--- config.mk ---
export PLATFORM = sky130hd
export DESIGN_NAME = dvi_timing_ctrl_flat
export DESIGN_NICKNAME = d
export VERILOG_FILES = /design/src/rtl/dvi_timing_ctrl_pkg.sv /design/src/rtl/dvi_timing_ctrl_if.sv /design/src/rtl/dvi_timing_ctrl_video_counter.sv /design/src/rtl/dvi_timing_ctrl.sv /design/src/flat_wrapper.sv
export SDC_FILE = /design/constraint.sdc
export NUM_CORES = 1
export LEC_CHECK = 0
export BUFFER_PORTS_ARGS = -buffer_cell sky130_fd_sc_hd__buf_2
export CORE_AREA = 4 4 81 83
export CTS_CLUSTER_DIAMETER = 30
export CTS_CLUSTER_SIZE = 12
export DETAILED_ROUTE_END_ITERATION = 16
export DIE_AREA = 0 0 85 87
export PLACE_DENSITY = 0.83
export SYNTH_ARGS = -nofsm -noshare
export SYNTH_HDL_FRONTEND = slang
export SYNTH_SLANG_ARGS = --single-unit
--- constraint.sdc ---
create_clock -name clk -period 2.2 [get_ports clk]
set_input_delay 0 -clock clk [delete_from_list [all_inputs] [get_ports clk]]
set_output_delay 0 -clock clk [all_outputs]
set_load 0.1 [all_outputs]
--- src/rtl/dvi_timing_ctrl_pkg.sv ---
// Shared types and default 640x480@60 timing for the DVI timing controller.
package dvi_pkg;

  typedef enum logic [1:0] {ST_IDLE, ST_RUN, ST_STOP} state_e;

  localparam int DEF_H_ACTIVE = 640;
  localparam int DEF_H_FP     = 16;
  localparam int DEF_H_SYNC   = 96;
  localparam int DEF_H_BP     = 48;
  localparam int DEF_V_ACTIVE = 480;
  localparam int DEF_V_FP     = 10;
  localparam int DEF_V_SYNC   = 2;
  localparam int DEF_V_BP     = 33;

  function automatic int total(input int act, input int fp, input int sync, input int bp);
    return act + fp + sync + bp;
  endfunction

endpackage

--- src/rtl/dvi_timing_ctrl_if.sv ---
// Upstream pixel stream: valid/ready handshake carrying {red,grn,blu}.
interface dvi_timing_ctrl_if;
  logic        pix_valid;
  logic [23:0] pix_rgb;
  logic        pix_ready;

  modport master (output pix_valid, output pix_rgb, input pix_ready);
  modport slave  (input pix_valid, input pix_rgb, output pix_ready);
endinterface

--- src/rtl/dvi_timing_ctrl_video_counter.sv ---
// Wrap counter 0..MAX with increment enable, wrap pulse and synchronous clear.
module video_counter #(
  parameter int W   = 12,
  parameter int MAX = 799
) (
  input  logic         clk,
  input  logic         rst,
  input  logic         clr_i,
  input  logic         inc_i,
  output logic [W-1:0] cnt_o,
  output logic         wrap_o
);
  localparam logic [W-1:0] LAST = W'(MAX);

  logic [W-1:0] cnt_q, cnt_d;

  assign wrap_o = inc_i && (cnt_q == LAST);
  assign cnt_o  = cnt_q;

  always_comb begin
    cnt_d = cnt_q;
    if (clr_i)      cnt_d = '0;
    else if (inc_i) cnt_d = wrap_o ? '0 : cnt_q + W'(1);
  end

  always_ff @(posedge clk or negedge rst)
    if (!rst) cnt_q <= '0;
    else      cnt_q <= cnt_d;

endmodule

--- src/rtl/dvi_timing_ctrl.sv ---
// Pixel-domain video timing: h/v counters, sync decode, pixel pull and a
// registered output stage feeding the DVI generator.
module dvi_timing_ctrl
  import dvi_pkg::*;
#(
  parameter int          H_ACTIVE      = DEF_H_ACTIVE,
  parameter int          H_FP          = DEF_H_FP,
  parameter int          H_SYNC        = DEF_H_SYNC,
  parameter int          H_BP          = DEF_H_BP,
  parameter int          V_ACTIVE      = DEF_V_ACTIVE,
  parameter int          V_FP          = DEF_V_FP,
  parameter int          V_SYNC        = DEF_V_SYNC,
  parameter int          V_BP          = DEF_V_BP,
  parameter bit          HS_POL        = 1'b0,
  parameter bit          VS_POL        = 1'b0,
  parameter int          CW            = 12,
  parameter logic [23:0] UNDERFLOW_RGB = 24'h000000
) (
  input  logic                clk,
  input  logic                rst,
  input  logic                en,
  dvi_timing_ctrl_if.slave    pix,
  output logic                sof,
  output logic                underflow,
  input  logic                clr_underflow,
  output logic                de,
  output logic [7:0]          red,
  output logic [7:0]          grn,
  output logic [7:0]          blu,
  output logic [1:0]          ctrl0,
  output logic [1:0]          ctrl1,
  output logic [1:0]          ctrl2,
  output logic [CW-1:0]       x,
  output logic [CW-1:0]       y
);
  localparam int H_TOTAL = total(H_ACTIVE, H_FP, H_SYNC, H_BP);
  localparam int V_TOTAL = total(V_ACTIVE, V_FP, V_SYNC, V_BP);

  localparam logic [CW-1:0] H_ACT  = CW'(H_ACTIVE);
  localparam logic [CW-1:0] HS_BEG = CW'(H_ACTIVE + H_FP);
  localparam logic [CW-1:0] HS_END = CW'(H_ACTIVE + H_FP + H_SYNC);
  localparam logic [CW-1:0] V_ACT  = CW'(V_ACTIVE);
  localparam logic [CW-1:0] VS_BEG = CW'(V_ACTIVE + V_FP);
  localparam logic [CW-1:0] VS_END = CW'(V_ACTIVE + V_FP + V_SYNC);
  localparam logic [1:0]    SYNC_IDLE = {~VS_POL, ~HS_POL};

  state_e        state_q, state_d;
  logic [CW-1:0] h_q, v_q;
  logic          h_wrap, v_wrap;
  logic          running, active, ready, hs_act, vs_act;

  logic          de_q, de_d, uf_q, uf_d;
  logic [23:0]   rgb_q, rgb_d;
  logic [1:0]    sync_q, sync_d;
  logic [CW-1:0] x_q, y_q;

  // Counters are held at zero while idle so RUN always starts at h=0, v=0.
  video_counter #(.W(CW), .MAX(H_TOTAL - 1)) u_hcnt (
    .clk(clk), .rst(rst), .clr_i(!running), .inc_i(running),
    .cnt_o(h_q), .wrap_o(h_wrap));

  video_counter #(.W(CW), .MAX(V_TOTAL - 1)) u_vcnt (
    .clk(clk), .rst(rst), .clr_i(!running), .inc_i(h_wrap),
    .cnt_o(v_q), .wrap_o(v_wrap));

  assign running = (state_q != ST_IDLE);
  assign active  = (h_q < H_ACT) && (v_q < V_ACT);
  assign ready   = running && active;
  assign hs_act  = (h_q >= HS_BEG) && (h_q < HS_END);
  assign vs_act  = (v_q >= VS_BEG) && (v_q < VS_END);

  assign pix.pix_ready = ready;
  assign sof           = running && (h_q == '0) && (v_q == '0);

  // v_wrap marks the last clock of the frame; STOP only drops out there.
  always_comb begin
    state_d = state_q;
    case (state_q)
      ST_IDLE: if (en) state_d = ST_RUN;
      ST_RUN:  if (!en) state_d = ST_STOP;
      ST_STOP: if (en) state_d = ST_RUN;
               else if (v_wrap) state_d = ST_IDLE;
      default: state_d = ST_IDLE;
    endcase
  end

  always_ff @(posedge clk or negedge rst)
    if (!rst) state_q <= ST_IDLE;
    else      state_q <= state_d;

  always_comb begin
    de_d   = ready;
    rgb_d  = '0;
    sync_d = SYNC_IDLE;
    uf_d   = uf_q;
    if (ready) rgb_d = pix.pix_valid ? pix.pix_rgb : UNDERFLOW_RGB;
    if (running) sync_d = {vs_act ? VS_POL : ~VS_POL, hs_act ? HS_POL : ~HS_POL};
    if (ready && !pix.pix_valid) uf_d = 1'b1;
    else if (clr_underflow)      uf_d = 1'b0;
  end

  always_ff @(posedge clk or negedge rst)
    if (!rst) begin
      de_q   <= 1'b0;
      rgb_q  <= '0;
      sync_q <= SYNC_IDLE;
      uf_q   <= 1'b0;
      x_q    <= '0;
      y_q    <= '0;
    end else begin
      de_q   <= de_d;
      rgb_q  <= rgb_d;
      sync_q <= sync_d;
      uf_q   <= uf_d;
      x_q    <= h_q;
      y_q    <= v_q;
    end

  assign de             = de_q;
  assign {red, grn, blu} = rgb_q;
  assign ctrl0          = sync_q;
  assign ctrl1          = 2'b00;
  assign ctrl2          = 2'b00;
  assign underflow      = uf_q;
  assign x              = x_q;
  assign y              = y_q;

endmodule

--- src/flat_wrapper.sv ---
// flat-port wrapper written by rule: the top's interface ports become plain ports
module dvi_timing_ctrl_flat import dvi_pkg::*;
#(
  parameter int          H_ACTIVE      = DEF_H_ACTIVE,
  parameter int          H_FP          = DEF_H_FP,
  parameter int          H_SYNC        = DEF_H_SYNC,
  parameter int          H_BP          = DEF_H_BP,
  parameter int          V_ACTIVE      = DEF_V_ACTIVE,
  parameter int          V_FP          = DEF_V_FP,
  parameter int          V_SYNC        = DEF_V_SYNC,
  parameter int          V_BP          = DEF_V_BP,
  parameter bit          HS_POL        = 1'b0,
  parameter bit          VS_POL        = 1'b0,
  parameter int          CW            = 12,
  parameter logic [23:0] UNDERFLOW_RGB = 24'h000000
)
  (clk, rst, en, sof, underflow, clr_underflow, de, red, grn, blu, ctrl0, ctrl1, ctrl2, x, y, pix_pix_valid, pix_pix_rgb, pix_pix_ready);
  dvi_timing_ctrl_if pix_i ();
  input  logic clk;
  input  logic rst;
  input  logic en;
  output logic sof;
  output logic underflow;
  input  logic clr_underflow;
  output logic de;
  output logic [7:0] red;
  output logic [7:0] grn;
  output logic [7:0] blu;
  output logic [1:0] ctrl0;
  output logic [1:0] ctrl1;
  output logic [1:0] ctrl2;
  output logic [CW-1:0] x;
  output logic [CW-1:0] y;
  input wire logic [$bits(pix_i.pix_valid)-1:0] pix_pix_valid;
  input wire logic [$bits(pix_i.pix_rgb)-1:0] pix_pix_rgb;
  output wire logic [$bits(pix_i.pix_ready)-1:0] pix_pix_ready;
  assign pix_i.pix_valid = pix_pix_valid;
  assign pix_i.pix_rgb = pix_pix_rgb;
  assign pix_pix_ready = pix_i.pix_ready;
  dvi_timing_ctrl #(.H_ACTIVE(H_ACTIVE), .H_FP(H_FP), .H_SYNC(H_SYNC), .H_BP(H_BP), .V_ACTIVE(V_ACTIVE), .V_FP(V_FP), .V_SYNC(V_SYNC), .V_BP(V_BP), .HS_POL(HS_POL), .VS_POL(VS_POL), .CW(CW), .UNDERFLOW_RGB(UNDERFLOW_RGB)) u_core (.clk(clk), .rst(rst), .en(en), .pix(pix_i), .sof(sof), .underflow(underflow), .clr_underflow(clr_underflow), .de(de), .red(red), .grn(grn), .blu(blu), .ctrl0(ctrl0), .ctrl1(ctrl1), .ctrl2(ctrl2), .x(x), .y(y));
endmodule
==> flow_metrics.tcl, run 1 <==
set metrics [dict create \
    detail_route.first_pass.iterations 4 \
    antenna_left 0 \
    yosys_warnings 0 \
    drv_slew 0 \
    core_area_um2 5851 \
    synth_top_area_cell "dfrtp_1" \
    synth.top_cells.by_count "dfrtp_1 (76), and2_1 (27), nor2_1 (16), nand3_1 (13)" \
    worstSetupEndpointType "output port" \
    gp_congestion 0.8766 \
    track_usage_pct 22.85 \
    worst_slack_ns 0.1502 \
    start_kind "register" \
    timing.max_slew.rel_slack_pct 56.86 \
    row_count 28 \
    synth_edf_count 0 \
    antenna_found_initial 0 \
    syn_avg_cell_area_um2 11.99 \
    synthAdderAreaFrac_pct 1.564 \
    synth_top_family_by_area "simple AND/OR/NAND/NOR gates" \
    clock_latency_ns 0.35 \
    dieArea_um2 7395 \
    cp_cell_sequence "inv_1 -> ha_1 -> nor4b_1 -> nand4_1 -> nor3_2 -> buf_4" \
    arrival_ns 2.05 \
    final.setup.tns_ns 0 \
    grt_max_degree 54 \
    final_nets 410 \
    synth-seq-cells 78 \
    num_antenna_cells 0 \
    ioPinCount 87 \
    yosys.area_share.simple_pct 23.42 \
    wl_um 8000 \
    drt_iter0_markers 189 \
    drc 0 \
    max_stage_delay_ns 0.44 \
    grt_remaining_overflow 0 \
    synth_ff_type "dfrtp_1" \
    viasPerCell 5.435 \
    synthMostInstantiatedCell "dfrtp_1" \
    htreeDepth 3 \
    clock_skew_ns 0.01098 \
    synth_cell_types 51 \
    vdd_drop_max_v 0.0005562 \
    cp_slowest_cell "dfrtp_1" \
    hpwl_um 4735 \
    final_layout_size_suffix_gt1_share_pct 31.68 \
    period_share_pct 93.17 \
    cellLeakagePower_nw 2.088 \
    p_total_mw 3.360 \
    cts_buffers 9 \
    cap_violations 0 \
    hold_violations 0 \
    status "complete, no violations" \
    p_per_area_nw_per_um2 809.2 \
    cts_tree "done" \
    min_period_ns 2.050 \
    synth_area_leaders "dfrtp_1 (59%), and2_1 (5.3%), nand3_1 (2.0%)" \
    synthMuxAreaShare_pct 0 \
    cp_data_required_time_ns 2.20 \
    tightestPinTransition_ns 0.6470 \
    cts_sinks 78 \
    hp-class "input port to asynchronous set/reset pin" \
    grt_pass1_vias 2570 \
    die_w_um 85 \
    clock-root-buffer "clkbuf_8" \
    clk_pin_slew_ns 0.08 \
    cp_max_fo 6 \
    fill_cells 353 \
    place_ws_ns 0.4349 \
    synth_cells 267 \
    grt_first_pass_wirelength_um 13140 \
    seq_area_frac_synth_pct 61.06 \
    synthArstFlopShare_pct 100.0 \
    rsz0062_at_grt "no" \
    synth_area_um2 3201 \
    die_h_um 87 \
    port_buffers 82 \
    yosysTopAreaCellShare_pct 59.42 \
    initial_core_util_pct 54.70 \
    synthXorXnorAreaFrac_pct 3.284 \
    setup_viol 0 \
    path_class "register to output port" \
    routedWlPerCell_um 17.51 \
    cts.path.max_buffers 2 \
    vias 2484 \
    syn_to_final_growth_pct 29.75 \
    max_freq_mhz 487.9 \
    synth_compound_area_share_pct 5.590 \
]
## registers in the layout, summed over array words and instances (netlist names)
name                 count
u_core.de                1
u_core.y                12
u_core.underflow         1
u_core.rgb_q            24
u_core.x                12
u_core.u_vcnt.cnt_o     12
u_core.ctrl0             2
u_core.u_hcnt.cnt_o     12
u_core.state_q           2
## layout make-up
type,count,area [um^2],area share (%)
clock inverter,7,96.34,2.320
multi-input combinational,163,1111,26.76
tap,75,93.84,2.260
inverter,12,45.04,1.085
clock buffer,9,123.9,2.983
sequential,78,1954,47.06
timing repair buffer,113,728.2,17.54
## final timing paths
kind	start	endpoint	slack [ns]	cells past startpoint
setup / recovery	u_core.u_hcnt.cnt_o[0]$_DFF_PN0_	sof	0.15	6
hold / removal	rst	u_core.y[10]$_DFF_PN0_	0.21	2
setup reg to reg	u_core.u_hcnt.cnt_o[11]$_DFF_PN0_	u_core.underflow$_DFFE_PN0P_	0.22	4
hold reg to reg	u_core.u_hcnt.cnt_o[11]$_DFF_PN0_	u_core.x[11]$_DFF_PN0_	0.45	0
max in group asynchronous	rst	u_core.ctrl0[0]$_DFF_PN1_	1.24	3
min in group clk	en	u_core.state_q[1]$_DFFE_PN0P_	0.34	3
## kinds of logic after synthesis
kind of cell | Yosys count
AOI/OAI and AO/OA | 25
xor gates and xnor gates | 12
adders and majority gates | 4
buffers and inverters | 29
DFF | 78
other | 1
and+or+nand+nor | 118
## what timing repair did
item	CTS	global route
setup endpoints to repair	0	2
resized for setup	0	3
hold buffers	28	0
hold endpoints to repair	51	0
buffers inserted	0	0
## through the flow
| step | instance area (um^2) | hold WS (ns) | instances | util (%) |
|---|---|---|---|---|
| after detailed placement | 3647 | 0.05376 | 413 | 62.34 |
| after global routing | 4153 | 0.2684 | 457 | 70.98 |
| after floorplan | 3222 | -0.2956 | 270 | - |
| final | 4153 | 0.2146 | 457 | 70.98 |
| after global placement | 3647 | 0.03725 | 413 | 62.34 |
| after CTS | 4148 | 0.2268 | 457 | 70.89 |
## cells in the final DEF, fill, tap and decap left out, types with 6 or more instances in the layout
cell type and count:
xnor2_1 7, and2_1 27, buf_2 81, nor2_1 16, and3_1 6, nand4_1 9, inv_1 11, nand2_1 11
clkbuf_8 9, o2111ai_1 6, dfrtp_1 76, dlygate4sd3_1 28, nand3_1 13, o21ai_1 6
## worst max-delay path, delay by kind of cell (launching register included)
kind	cells	cell delay, ns
simple gates	3	0.74
flops	1	0.44
buf+inv	2	0.39
fa+ha+maj	1	0.14
## where the power goes
part / internal (mW) / total, mW / leakage (nW) / switching, mW
registers: 1.49 / 1.53 / 1.05 / 0.0379
logic: 0.143 / 0.667 / 0.931 / 0.524
clock network: 0.640 / 1.17 / 0.102 / 0.527
## layer usage
metal	vias to the layer above	GRT usage, %	share of wire (%)
li1	1127	-	-
met1	1211	28.93	41
met2	127	37.64	49
met3	19	5.960	7.3
met4	0	9.209	2.3
met5	-	0	0
(Power assumes the default switching activity.)
==> inputs of run 2 (changes only) <==
Settings changed: CORE_AREA 4 4 81 83 to 4 4 95 97, DIE_AREA 0 0 85 87 to 0 0 99 101, PLACE_DENSITY 0.83 to not set.
==> run 2 against run 1 <==
Against the previous run: worst hold slack improved by 0.12 ns; total power down 4.5%; sequential cell count stayed put; fmax is 4.3% higher; routed wire length decreased by 9.4%; via count down 4.5%; register-to-register slack better by 0.14 ns; clock-buffer cell count up 2; largest cell class unchanged; largest power group unchanged.
==> flow_metrics.tcl, run 2 (same netlist as run 1, synthesis figures left out) <==
set metrics [dict create \
    min_period_ns 1.965 \
    drv_slew 0 \
    gr-usage-met3_pct 4.429 \
    antenna_found_initial 0 \
    swShare_pct 32.91 \
    cap_violations 0 \
    regMostFlops "u_core.rgb_q" \
    hpwl_um 4660 \
    setup_viol 0 \
    routedWlPerCell_um 14.85 \
    largest_register_ffs 24 \
    detail_route.first_pass.iterations 4 \
    final_common_cell "buf_2" \
    cp_slowest_cell "dfrtp_1" \
    die_h_um 101 \
    cts_sinks 78 \
    regToRegSetupSlack_ns 0.36 \
    final_cell_area_um2 4156 \
    drc 0 \
    row_count 33 \
    num_antenna_cells 0 \
    p_clk_share_pct 32.2 \
    busiest_layer "met2" \
    grt_use_met2_pct 23.04 \
    syn_to_final_growth_pct 29.87 \
    cellLeakagePower_nw 2.069 \
    viasPerCell 4.863 \
    worstSetupEndpointType "output port" \
    ioPinCount 87 \
    vias 2373 \
    dieArea_um2 9999 \
    rr_endpoint "u_core.underflow$_DFFE_PN0P_" \
    timing.max_slew.rel_slack_pct 36.50 \
    cp_data_required_time_ns 2.20 \
    critPathTopFamily "simple AND/OR/NAND/NOR gates" \
    die_w_um 99 \
    place_ws_ns 0.4441 \
    clock-root-buffer "clkbuf_8" \
    vdd_drop_max_v 0.0003280 \
    core_area_um2 8134 \
    power_frac_seq_pct 47.5 \
    grt_max_degree 79 \
    p_per_area_nw_per_um2 772.1 \
    hold_start "en" \
    htreeDepth 3 \
    final.setup.tns_ns 0 \
    cp_cell_sequence "inv_1 -> ha_1 -> nor4b_1 -> nand4_1 -> nor3_2 -> buf_4" \
    cp_max_fo 6 \
    hp-class "input port to register" \
    period_share_pct 89.30 \
    critical_path_buf_inv_count 2 \
    hold_violations 0 \
    tightestPinTransition_ns 0.9525 \
    utilization_pct 51.10 \
    reg2reg_from "u_core.u_hcnt.cnt_o[8]$_DFF_PN0_" \
    status "complete, no violations" \
    p_int_mw 2.153 \
    start_kind "register" \
    p_sw_mw 1.056 \
    hold_depth 3 \
    initial_core_util_pct 39.35 \
    reg2reg_depth 4 \
    clk_pin_slew_ns 0.08 \
    power_frac_comb_pct 20.3 \
    worst_slack_ns 0.2355 \
    final_nets 411 \
    max_freq_mhz 509.0 \
    track_usage_pct 15.31 \
    grt_use_met1_pct 20.61 \
    port_buffers 82 \
    max_stage_delay_ns 0.44 \
    gp_congestion 0.7998 \
    rsz0062_at_grt "no" \
    final_layout_size_suffix_gt1_share_pct 31.07 \
    grt_first_pass_wirelength_um 12060 \
    wl_um 7249 \
    arrival_ns 1.96 \
    path_class "register to output port" \
    cts_buffers 9 \
    clock_skew_ns 0.01098 \
    holdPathEnd "u_core.state_q[1]$_DFFE_PN0P_" \
    clock_latency_ns 0.35 \
    grt_remaining_overflow 0 \
    drt_iter0_markers 114 \
    placed_area_um2 3682 \
    final_cell_mix "buf_2 (80), dfrtp_1 (76), dlygate4sd3_1 (28)" \
    cts_tree "done" \
    antenna_left 0 \
    cts.path.max_buffers 2 \
    grt_pass1_vias 2402 \
]
## run 2: worst max path at each step
| stage | startpoint | to | slack, ns | depth (start not counted) |
|---|---|---|---|---|
| floorplan | u_core.u_vcnt.cnt_o[6]$_DFFE_PN0P_ | u_core.de$_DFF_PN0_ | -0.04 | 3 |
| global placement | u_core.u_hcnt.cnt_o[0]$_DFF_PN0_ | sof | 0.49 | 6 |
| detailed placement | u_core.u_hcnt.cnt_o[0]$_DFF_PN0_ | u_core.u_vcnt.cnt_o[1]$_DFFE_PN0P_ | 0.44 | 5 |
| CTS | u_core.u_hcnt.cnt_o[0]$_DFF_PN0_ | sof | 0.08 | 6 |
| global route | u_core.u_hcnt.cnt_o[0]$_DFF_PN0_ | sof | 0.009 | 6 |
| finish | u_core.u_hcnt.cnt_o[0]$_DFF_PN0_ | sof | 0.24 | 6 |
## run 2: repair_timing
action                                  in CTS  in global routing
gates resized for setup                      0                  2
hold buffers                                28                  0
buffers inserted                             0                  0
endpoints found under the hold margin      103                  0
endpoints found under the setup margin       0                  1
## run 2: layer usage
layer / share of wire [%] / vias to the layer above
met4: 2.1 / 0
met3: 8.1 / 14
met1: 46 / 1133
met2: 44 / 96
li1: - / 1130
met5: 0 / -
## run 2: through the flow
| step | total power [mW] | hold WS (ns) | instances |
|---|---|---|---|
| finish | 3.209 | 0.3358 | 488 |
| global route | 3.358 | 0.3523 | 488 |
| CTS | 3.249 | 0.3182 | 488 |
| detailed placement | 2.161 | 0.1626 | 444 |
| global placement | 2.161 | 0.1651 | 444 |
| floorplan | 2.033 | -0.2956 | 270 |
## run 2: tightest hold or removal path, stage by stage
cell and delay (ns):
dlygate4sd3_1 0.52, buf_2 0.10, a21oi_1 0.03
## run 2: cell type report
class	count	area [um^2]
clock buffer	11	131.4
clock inverter	5	60.06
fill	714	3978
inverter	12	45.04
multi-input combinational	163	1109
sequential	78	1954
tap	105	131.4
timing repair buffer	114	725.7
## run 2: power by group through the flow
stage / Sequential (mW) / Combinational, mW / Clock (mW)
6_report: 1.53 / 0.652 / 1.03
3_3_place_gp: 1.55 / 0.610 / 0
5_1_grt: 1.53 / 0.689 / 1.14
4_1_cts: 1.53 / 0.652 / 1.07
2_1_floorplan: 1.85 / 0.183 / 0
3_5_place_dp: 1.55 / 0.609 / 0
==> inputs of run 3 (changes only) <==
Settings changed: RECOVER_POWER set to 25.
==> run 3 against run 2 <==
Against the previous run: critical path depth unchanged; sequential share of layout area grew 0.40 points; register-to-register slack about the same; worst hold slack improved by 0.0014 ns; routed wire length increased by 0.70%; non-clock buffer count unchanged.
==> flow_metrics.tcl, run 3 (same netlist as run 1, synthesis figures left out) <==
set metrics [dict create \
    initial_core_util_pct 39.35 \
    grt_remaining_overflow 0 \
    max_freq_mhz 512.8 \
    drv_slew 0 \
    min_period_ns 1.950 \
    period_share_pct 88.64 \
    start_kind "register" \
    grt_pass1_vias 2402 \
    clock-root-buffer "clkbuf_8" \
    largest_register_ffs 24 \
    ioPinCount 87 \
    cp_data_required_time_ns 2.20 \
    max_stage_delay_ns 0.44 \
    drc 0 \
    cellLeakagePower_nw 1.961 \
    worstSetupEndpointType "output port" \
    htreeDepth 3 \
    cts_sinks 78 \
    detail_route.first_pass.iterations 4 \
    dieArea_um2 9999 \
    wl_um 7300 \
    worst_slack_ns 0.2499 \
    cp_max_fo 6 \
    final_layout_size_suffix_gt1_share_pct 24.28 \
    die_w_um 99 \
    path_class "register to output port" \
    vdd_drop_max_v 0.0003273 \
    final_cell_mix "dfrtp_1 (76), buf_2 (55), clkbuf_1 (28), dlygate4sd3_1 (28), and2_1 (27)" \
    cap_violations 0 \
    gp_congestion 0.7998 \
    clk_pin_slew_ns 0.08 \
    cp_slowest_cell "dfrtp_1" \
    grt_max_degree 79 \
    clock_skew_ns 0.01038 \
    rsz0062_at_grt "no" \
    hold_violations 0 \
    antenna_left 0 \
    antenna_found_initial 0 \
    drt_iter0_markers 114 \
    setup_viol 0 \
    regToRegSetupSlack_ns 0.36 \
    status "complete, no violations" \
    cts_tree "done" \
    routedWlPerCell_um 14.96 \
    regMostFlops "u_core.rgb_q" \
    num_antenna_cells 0 \
    vias 2390 \
    place_ws_ns 0.4441 \
    grt_first_pass_wirelength_um 12060 \
    clock_latency_ns 0.35 \
    utilization_pct 50.67 \
    final_common_cell "dfrtp_1" \
    tightestPinTransition_ns 1.192 \
    cts.path.max_buffers 2 \
    cts_buffers 9 \
    p_per_area_nw_per_um2 777.7 \
    viasPerCell 4.898 \
    arrival_ns 1.95 \
    cp_cell_sequence "inv_1 -> ha_1 -> nor4b_1 -> nand4_1 -> nor3_2 -> buf_4" \
    syn_to_final_growth_pct 28.77 \
    core_area_um2 8134 \
    track_usage_pct 15.31 \
    timing.max_slew.rel_slack_pct 20.85 \
    port_buffers 82 \
    hpwl_um 4660 \
    row_count 33 \
    p_total_mw 3.205 \
    die_h_um 101 \
    final_nets 411 \
    hp-class "input port to register" \
]
run 3: repair_timing:
action,in CTS,in global routing
setup endpoints to repair,0,1
setup buffers,0,0
hold buffers,28,0
hold endpoints to repair,103,0
resized for setup,0,2
run 3: worst max-delay path, delay by kind of cell (launching register included):
family / cells / cell delay, ns
and+or+nand+nor: 3 / 0.63
DFF: 1 / 0.44
buffers and inverters: 2 / 0.41
adders and majority gates: 1 / 0.14
run 3: where the power goes:
group / internal, mW / leakage (nW) / switching (mW)
Combinational: 0.136 / 0.825 / 0.512
Sequential: 1.49 / 1.05 / 0.0369
Clock: 0.524 / 0.0818 / 0.507
run 3: area by class of cell:
class                      count  area, um^2
inverter                      12       45.04
timing repair buffer         114       690.7
tap                          105       131.4
multi-input combinational    163        1109
clock inverter                 5       60.06
clock buffer                  11       131.4
sequential                    78        1954
fill                         730        4013
run 3: layer usage:
metal,up-vias,part of all wire (%),GRT usage [%]
met5,-,0,0
met4,0,1.7,6.723
met3,11,8.4,4.429
met2,110,44,23.04
met1,1138,46,20.61
li1,1131,-,-
run 3: worst paths after layout:
path,depth (start not counted),to,from
worst max-delay path,6,sof,u_core.u_hcnt.cnt_o[0]$_DFF_PN0_
worst min-delay path,3,u_core.state_q[1]$_DFFE_PN0P_,en
worst max register to register,4,u_core.underflow$_DFFE_PN0P_,u_core.u_hcnt.cnt_o[8]$_DFF_PN0_
worst min register to register,0,u_core.x[11]$_DFF_PN0_,u_core.u_hcnt.cnt_o[11]$_DFF_PN0_
max in group asynchronous,2,u_core.y[5]$_DFF_PN0_,rst
min in group asynchronous,2,u_core.rgb_q[10]$_DFF_PN0_,rst
run 3: metrics by stage:
step / instance area [um^2] / setup TNS [ns] / cells / hold slack (ns)
floorplan: 3222 / -0.04093 / 270 / -0.2956
global placement: 3682 / 0 / 444 / 0.1651
detailed placement: 3682 / 0 / 444 / 0.1626
CTS: 4154 / 0 / 488 / 0.3182
global route: 4121 / 0 / 488 / 0.3523
finish: 4121 / 0 / 488 / 0.3373
